--- src/rtl/conv_job_sequencer_pkg.sv ---
// Shared definitions for the conv job sequencer: one-hot state encoding,
// header/dim constants, error codes and the header decode helper.
package conv_job_sequencer_pkg;

    typedef enum logic [7:0] {
        ST_IDLE    = 8'b0000_0001,
        ST_FETCH   = 8'b0000_0010,
        ST_WAIT_RD = 8'b0000_0100,
        ST_DECODE  = 8'b0000_1000,
        ST_LAUNCH  = 8'b0001_0000,
        ST_RUN     = 8'b0010_0000,
        ST_DONE    = 8'b0100_0000,
        ST_ERR     = 8'b1000_0000
    } state_e;

    typedef enum logic [1:0] {
        ERR_NONE     = 2'd0,
        ERR_BAD_DIM  = 2'd1,
        ERR_TIMEOUT  = 2'd2,
        ERR_OVERFLOW = 2'd3
    } err_code_e;

    localparam logic [1:0]  DIM_CODE_10 = 2'b00;
    localparam logic [1:0]  DIM_CODE_12 = 2'b01;
    localparam logic [1:0]  DIM_CODE_16 = 2'b10;
    localparam logic [15:0] HDR_TERM    = 16'h00FF;

    typedef struct packed {
        logic       valid;
        logic [1:0] code;
        logic [4:0] words;
    } dim_info_t;

    function automatic dim_info_t decode_dim(input logic [15:0] hdr);
        dim_info_t info;
        case (hdr)
            16'd10:  info = '{valid: 1'b1, code: DIM_CODE_10, words: 5'd10};
            16'd12:  info = '{valid: 1'b1, code: DIM_CODE_12, words: 5'd12};
            16'd16:  info = '{valid: 1'b1, code: DIM_CODE_16, words: 5'd16};
            default: info = '{valid: 1'b0, code: DIM_CODE_10, words: 5'd0};
        endcase
        return info;
    endfunction

endpackage

--- src/rtl/conv_job_sequencer_launch_timer.sv ---
// Launch watchdog: loaded before LAUNCH, counts down while in LAUNCH and
// flags expiry in the last cycle the engine is allowed to answer.
module conv_launch_timer #(
    parameter int TIMEOUT = 8
) (
    input  logic clk,
    input  logic reset_b,
    input  logic load,
    input  logic en,
    output logic expired
);

    localparam int CW = $clog2(TIMEOUT + 1);

    logic [CW-1:0] count_r;

    // Down-counter; expired rises in the cycle where count reaches one
    always_ff @(posedge clk or negedge reset_b) begin
        if (!reset_b) begin
            count_r <= {CW{1'b0}};
            expired <= 1'b0;
        end else if (load) begin
            count_r <= CW'(TIMEOUT);
            expired <= (TIMEOUT == 1);
        end else if (en && (count_r != {CW{1'b0}})) begin
            count_r <= count_r - CW'(1);
            expired <= (count_r == CW'(2));
        end else begin
            count_r <= count_r;
            expired <= expired;
        end
    end

endmodule

--- src/rtl/conv_job_sequencer.sv ---
// Walks the packed image stream in SRAM and launches the conv engine per image.
// Optional JOB_STATS_EN adds saturating job / busy-cycle counters.
module conv_job_sequencer
    import conv_job_sequencer_pkg::*;
#(
    parameter int ADDR_W         = 12,
    parameter int DATA_W         = 16,
    parameter int LAUNCH_TIMEOUT = 8
) (
    input  logic              clk,
    input  logic              reset_b,
    input  logic              seq_start,
    output logic              seq_busy,
    output logic              seq_done,
    output logic              seq_err,
    output logic [1:0]        seq_err_code,
    output logic [ADDR_W-1:0] sram_read_address,
    input  logic [DATA_W-1:0] sram_read_data,
    input  logic [ADDR_W-1:0] eng_sram_read_address,
    output logic              eng_run,
    input  logic              eng_busy,
    output logic [ADDR_W-1:0] eng_src_base,
    output logic [ADDR_W-1:0] eng_dst_base,
    output logic [1:0]        eng_dim
`ifdef JOB_STATS_EN
    ,
    output logic [7:0]        stat_jobs,
    output logic [15:0]       stat_cycles
`endif
);

    state_e            state_r;
    logic [ADDR_W-1:0] rd_ptr_r;
    logic [ADDR_W-1:0] wr_ptr_r;
    logic [ADDR_W:0]   rd_sum_s;
    logic [ADDR_W:0]   wr_sum_s;
    dim_info_t         dim_s;
    logic              is_term_s;
    logic              ovf_s;
    logic              launch_ok_s;
    logic              seq_port_s;
    logic              tmr_expired_s;

    // Header decode and next-pointer arithmetic with a carry bit for overflow
    always_comb begin
        dim_s       = decode_dim(sram_read_data);
        is_term_s   = (sram_read_data == DATA_W'(HDR_TERM));
        rd_sum_s    = {1'b0, rd_ptr_r} + {{(ADDR_W-4){1'b0}}, dim_s.words}
                      + {{ADDR_W{1'b0}}, 1'b1};
        wr_sum_s    = {1'b0, wr_ptr_r} + {{(ADDR_W-4){1'b0}}, dim_s.words}
                      - {{(ADDR_W-1){1'b0}}, 2'd2};
        ovf_s       = rd_sum_s[ADDR_W] | wr_sum_s[ADDR_W];
        launch_ok_s = (state_r == ST_DECODE) && !is_term_s && dim_s.valid && !ovf_s;
    end

    // The sequencer owns the read port only while fetching a header
    assign seq_port_s        = (state_r == ST_FETCH) || (state_r == ST_WAIT_RD)
                               || (state_r == ST_DECODE);
    assign sram_read_address = seq_port_s ? rd_ptr_r : eng_sram_read_address;

    conv_launch_timer #(
        .TIMEOUT (LAUNCH_TIMEOUT)
    ) u_launch_timer (
        .clk     (clk),
        .reset_b (reset_b),
        .load    (state_r == ST_DECODE),
        .en      (state_r == ST_LAUNCH),
        .expired (tmr_expired_s)
    );

    // Main sequencer FSM with registered handshake and status outputs
    always_ff @(posedge clk or negedge reset_b) begin
        if (!reset_b) begin
            state_r      <= ST_IDLE;
            rd_ptr_r     <= {ADDR_W{1'b0}};
            wr_ptr_r     <= {ADDR_W{1'b0}};
            seq_busy     <= 1'b0;
            seq_done     <= 1'b0;
            seq_err      <= 1'b0;
            seq_err_code <= ERR_NONE;
            eng_run      <= 1'b0;
            eng_src_base <= {ADDR_W{1'b0}};
            eng_dst_base <= {ADDR_W{1'b0}};
            eng_dim      <= DIM_CODE_10;
        end else begin
            seq_done <= 1'b0;
            seq_err  <= 1'b0;
            eng_run  <= 1'b0;
            case (state_r)
                ST_IDLE: begin
                    if (seq_start) begin
                        rd_ptr_r     <= {ADDR_W{1'b0}};
                        wr_ptr_r     <= {ADDR_W{1'b0}};
                        seq_err_code <= ERR_NONE;
                        seq_busy     <= 1'b1;
                        state_r      <= ST_FETCH;
                    end else begin
                        state_r <= ST_IDLE;
                    end
                end
                ST_FETCH:   state_r <= ST_WAIT_RD;
                ST_WAIT_RD: state_r <= ST_DECODE;
                ST_DECODE: begin
                    if (is_term_s) begin
                        seq_done <= 1'b1;
                        state_r  <= ST_DONE;
                    end else if (!dim_s.valid) begin
                        seq_err      <= 1'b1;
                        seq_err_code <= ERR_BAD_DIM;
                        state_r      <= ST_ERR;
                    end else if (ovf_s) begin
                        seq_err      <= 1'b1;
                        seq_err_code <= ERR_OVERFLOW;
                        state_r      <= ST_ERR;
                    end else begin
                        eng_src_base <= rd_ptr_r;
                        eng_dst_base <= wr_ptr_r;
                        eng_dim      <= dim_s.code;
                        rd_ptr_r     <= rd_sum_s[ADDR_W-1:0];
                        wr_ptr_r     <= wr_sum_s[ADDR_W-1:0];
                        eng_run      <= 1'b1;
                        state_r      <= ST_LAUNCH;
                    end
                end
                ST_LAUNCH: begin
                    if (eng_busy) begin
                        state_r <= ST_RUN;
                    end else if (tmr_expired_s) begin
                        seq_err      <= 1'b1;
                        seq_err_code <= ERR_TIMEOUT;
                        state_r      <= ST_ERR;
                    end else begin
                        state_r <= ST_LAUNCH;
                    end
                end
                ST_RUN: begin
                    if (!eng_busy) begin
                        state_r <= ST_FETCH;
                    end else begin
                        state_r <= ST_RUN;
                    end
                end
                ST_DONE, ST_ERR: begin
                    seq_busy <= 1'b0;
                    state_r  <= ST_IDLE;
                end
                default: begin
                    seq_busy <= 1'b0;
                    state_r  <= ST_IDLE;
                end
            endcase
        end
    end

`ifdef JOB_STATS_EN
    // Saturating statistics, cleared by an accepted start and held after exit
    always_ff @(posedge clk or negedge reset_b) begin
        if (!reset_b) begin
            stat_jobs   <= 8'd0;
            stat_cycles <= 16'd0;
        end else if ((state_r == ST_IDLE) && seq_start) begin
            stat_jobs   <= 8'd0;
            stat_cycles <= 16'd0;
        end else begin
            if (launch_ok_s && (stat_jobs != 8'hFF)) begin
                stat_jobs <= stat_jobs + 8'd1;
            end
            if (seq_busy && (stat_cycles != 16'hFFFF)) begin
                stat_cycles <= stat_cycles + 16'd1;
            end
        end
    end
`else
    // Statistics are compiled out in this build.
`endif

endmodule

--- config.mk ---
export PLATFORM = sky130hd
export DESIGN_NAME = conv_job_sequencer
export DESIGN_NICKNAME = d
export VERILOG_FILES = /design/src/rtl/conv_job_sequencer_pkg.sv /design/src/rtl/conv_job_sequencer_launch_timer.sv /design/src/rtl/conv_job_sequencer.sv
export SDC_FILE = /design/constraint.sdc
export NUM_CORES = 1
export LEC_CHECK = 0
export ABC_AREA = 1
export CAP_MARGIN = 20
export CORE_MARGIN = 2
export CORE_UTILIZATION = 40
export CTS_CLUSTER_SIZE = 28
export DETAILED_ROUTE_END_ITERATION = 12
export PLACE_DENSITY = 0.74
export RECOVER_POWER = 25
export SETUP_SLACK_MARGIN = 0.4
export SYNTH_ARGS = -nofsm -noshare
export SYNTH_HDL_FRONTEND = slang
export SYNTH_SLANG_ARGS = --single-unit
--- constraint.sdc ---
create_clock -name clk -period 3.1 [get_ports clk]
set_clock_uncertainty 0.1 [all_clocks]
set_input_delay 0.465 -clock clk [delete_from_list [all_inputs] [get_ports clk]]
set_output_delay 0.465 -clock clk [all_outputs]
set_load 0.05 [all_outputs]
==> impl_metrics.env <==
export IMPL_crit_required_ns=3.23
export IMPL_grt_ovfl_total=0
export IMPL_p_int_uw=2040
export IMPL_dp_hpwl_mm=7.53
export IMPL_min_from="eng_dim[1]"
export IMPL_syn_area_mm2=0.00402
export IMPL_drtPass1Iterations=5
export IMPL_cap_violations=1
export IMPL_final_common_cell="buf_4"
export IMPL_drive_gt1_share_pct=38.9
export IMPL_p_seq_share_pct=28.3
export IMPL_synthMuxAreaShare_pct=0
export IMPL_synth_xor_area_share_pct=2.61
export IMPL_irDropWorstVdd_mv=0.324
export IMPL_htreeDepth=3
export IMPL_final_cell_mix="buf_4 (80), nand2_1 (76), dfrtp_1 (66), inv_1 (65), clkdlybuf4s50_1 (45)"
export IMPL_dp_cells=768
export IMPL_initial_utilization_pct=41.1
export IMPL_gp_congestion=0.864
export IMPL_cts_tree="done"
export IMPL_synth_edf_count=0
export IMPL_async_reset_ff_share_pct=100
export IMPL_fin_crit_ns=3.03
export IMPL_worstPathArrival_ns=3.16
export IMPL_leakage_uw=0.00319
export IMPL_r2r_start="wr_ptr_r[2]"
export IMPL_grt_pass1_wl_mm=21.2
export IMPL_grt_use_total_pct=24.3
export IMPL_row_count=36
export IMPL_die_h_um=104
export IMPL_outcome="finished, violations left"
export IMPL_cts_root_buf="clkbuf_8"
export IMPL_critPathMaxStageDelay_ns=0.40
export IMPL_slew_violations=68
export IMPL_synth_seq_cells=67
export IMPL_ys_seq_area_share_pct=41.7
export IMPL_cts_sinks=67
export IMPL_crit_path_frequent_cell="nand2_4"
export IMPL_crit_type="in -> reg"
export IMPL_n_fill_cell=672
export IMPL_synth_top_family_by_area="simple AND/OR/NAND/NOR gates"
export IMPL_grt_max_degree=68
export IMPL_hold_class="reg -> reg"
export IMPL_p_per_area_mw_per_mm2=497
export IMPL_io_pins=76
export IMPL_startpoint="sram_read_data[0]"
export IMPL_clk_pin_slew_ns=0.07
export IMPL_cp_top_family="simple AND/OR/NAND/NOR gates"
export IMPL_synth_simple_area_share_pct=25.9
export IMPL_synth_cell_types=37
export IMPL_violations="capacitance limit, slew limit"
export IMPL_grt_setup_unrepaired="true"
export IMPL_worstSetupEndpointType="flop"
export IMPL_cts_buffers=9
export IMPL_fin_cells=837
export IMPL_core_mm2=0.00977
export IMPL_antenna_found_initial=0
export IMPL_synth_fp_nets=576
export IMPL_p_comb_share_pct=51.7
export IMPL_final_period_utilization_pct=97.7
export IMPL_die_w_um=104
export IMPL_nets=754
export IMPL_finalHoldViolCount=0
export IMPL_num_vias=4575
export IMPL_synth_main_ff_cell="dfrtp_1"
export IMPL_place_area_mm2=0.00548
export IMPL_start_kind="input port"
export IMPL_wl_per_cell_um=17.8
export IMPL_final_area_mm2=0.00676
export IMPL_clkPwrFrac_pct=20.0
export IMPL_port_buffers=74
export IMPL_clk_path_buf_depth=2
export IMPL_worst_pin_slew_ns=1.68
export IMPL_sw_frac_of_total_pct=39.3
export IMPL_critPathBufInv=7
export IMPL_finalSetupViolations=0
export IMPL_synth_cells=521
export IMPL_grt_pass1_vias=4535
export IMPL_postCtsHoldBufs=0
export IMPL_synth_compound_area_share_pct=12.4
export IMPL_syn_to_final_growth_pct=68.0
export IMPL_clock_latency_ns=0.36
export IMPL_r2r_slack_ns=0.20
export IMPL_ys_warn_count=0
export IMPL_wirelength_mm=14.9
export IMPL_avgSynthCellArea_um2=7.72
export IMPL_power_switching_uw=1320
export IMPL_design_die_area_mm2=0.0109
export IMPL_ant_nets=0
export IMPL_drtIter0Drc=328
export IMPL_path_cells="clkdlybuf4s15_2 -> inv_2 -> nand2_4 -> nor2_4 -> nand3_4 -> ha_4 -> inv_4 -> ha_4 -> inv_4 -> fa_2 -> inv_2 -> nand3_2 -> nand4_1 -> nand2_4 -> o21ai_4 -> nand2_4 -> buf_12 -> buf_16 -> nand2_2 -> o21ai_1"
export IMPL_relSlewSlack_pct=-11.9
export IMPL_n_antenna_cell=0
export IMPL_fmax_mhz=330
export IMPL_crit_path_top_delay_cell="fa_2"
export IMPL_crit_fanout=5
export IMPL_synthAdderAreaFrac_pct=7.53
export IMPL_hold_worst_slack_ns=0.394
export IMPL_drcViolationCount=0
export IMPL_tns_ns=0
export IMPL_avgViaCountPerCell=5.47
-- layer usage --
metal | wire length [um] | share of wire, % | up-vias | track usage, %
met4 | 1060 | 7.2 | 0 | 13.3
met1 | 5540 | 37 | 2155 | 26.9
met5 | 0 | 0 | - | 0
met3 | 1050 | 7.0 | 103 | 6.14
li1 | - | - | 2046 | -
met2 | 7230 | 49 | 271 | 42.5
-- kinds of logic (layout without fill, tap and decap cells) --
logic type / Yosys count / after routing
adders and majority gates: 23 / 23
buffers and inverters: 91 / 273
DFF: 67 / 67
other: 1 / 1
xor gates and xnor gates: 12 / 12
AOI/OAI and AO/OA: 92 / 92
and+or+nand+nor: 235 / 236
-- synth_stat cells, drive strengths merged (9+ instances only) --
| cell type | instances | area share, % |
|---|---|---|
| a21oi | 26 | 3.2 |
| buf | 9 | 2.0 |
| dfrtp | 66 | 41 |
| ha | 21 | 6.5 |
| inv | 77 | 7.2 |
| nand2 | 122 | 12 |
| nand3 | 35 | 4.6 |
| nand4 | 12 | 1.9 |
| nor2 | 49 | 5.2 |
| nor3 | 12 | 1.5 |
| o21ai | 59 | 8.0 |
| xor2 | 10 | 2.2 |
-- power groups by stage --
stage / Combinational (uW) / Sequential [uW] / Clock (uW)
2_1_floorplan: 693 / 984 / 0
3_3_place_gp: 1240 / 959 / 0
3_5_place_dp: 1280 / 962 / 0
4_1_cts: 1530 / 947 / 670
5_1_grt: 1820 / 951 / 719
6_report: 1740 / 949 / 673
-- per-stage QoR --
step,total power [uW],util (%),setup WS (ns)
after global routing,3490,69.1,-0.0774
after floorplan,1680,-,0.130
after CTS,3150,65.3,0.312
after detailed placement,2240,56.1,-0.517
final,3360,69.1,0.0724
after global placement,2200,56.1,-0.397
-- area by class of cell --
class                           count  area (um2)  share of cell area (%)
Timing Repair Buffer              179        1890                    28.0
Clock inverter                      2        10.0                   0.148
Clock buffer                       14         163                    2.41
Sequential cell                    67        1680                    24.8
Multi-Input combinational cell    364        2540                    37.6
Inverter                           78         310                    4.59
Tap cell                          133         166                    2.46
-- what timing repair did --
item / in CTS / in global routing
setup endpoints to repair: 64 / 66
setup buffers: 33 / 10
pin swaps: 20 / 28
gates cloned: 7 / 3
endpoints found under the hold margin: 0 / 0
resized for setup: 138 / 66
-- state kept, by name (all words and copies together), names as in the netlist --
name	count
seq_err_code	2
eng_run	1
seq_busy	1
eng_src_base	12
u_launch_timer.count_r	4
seq_done	1
eng_dim	2
eng_dst_base	11
u_launch_timer.expired	1
wr_ptr_r	11
seq_err	1
state_r	8
rd_ptr_r	12
-- path summary, 6_finish.rpt --
kind | depth (start not counted) | endpoint
max | 20 | wr_ptr_r[11]
max reg2reg | 16 | wr_ptr_r[11]
min | 2 | eng_dim[1]
min in group asynchronous | 2 | eng_dst_base[2]
max in group asynchronous | 2 | state_r[2]
min reg2reg | 2 | eng_dim[1]
-- worst min-delay path: stages, from the launching register on --
cell and delay, ns:
dfrtp_1 0.35, nand2_1 0.05, o21ai_1 0.06
Note: power is estimated with default switching activity, not from simulation.
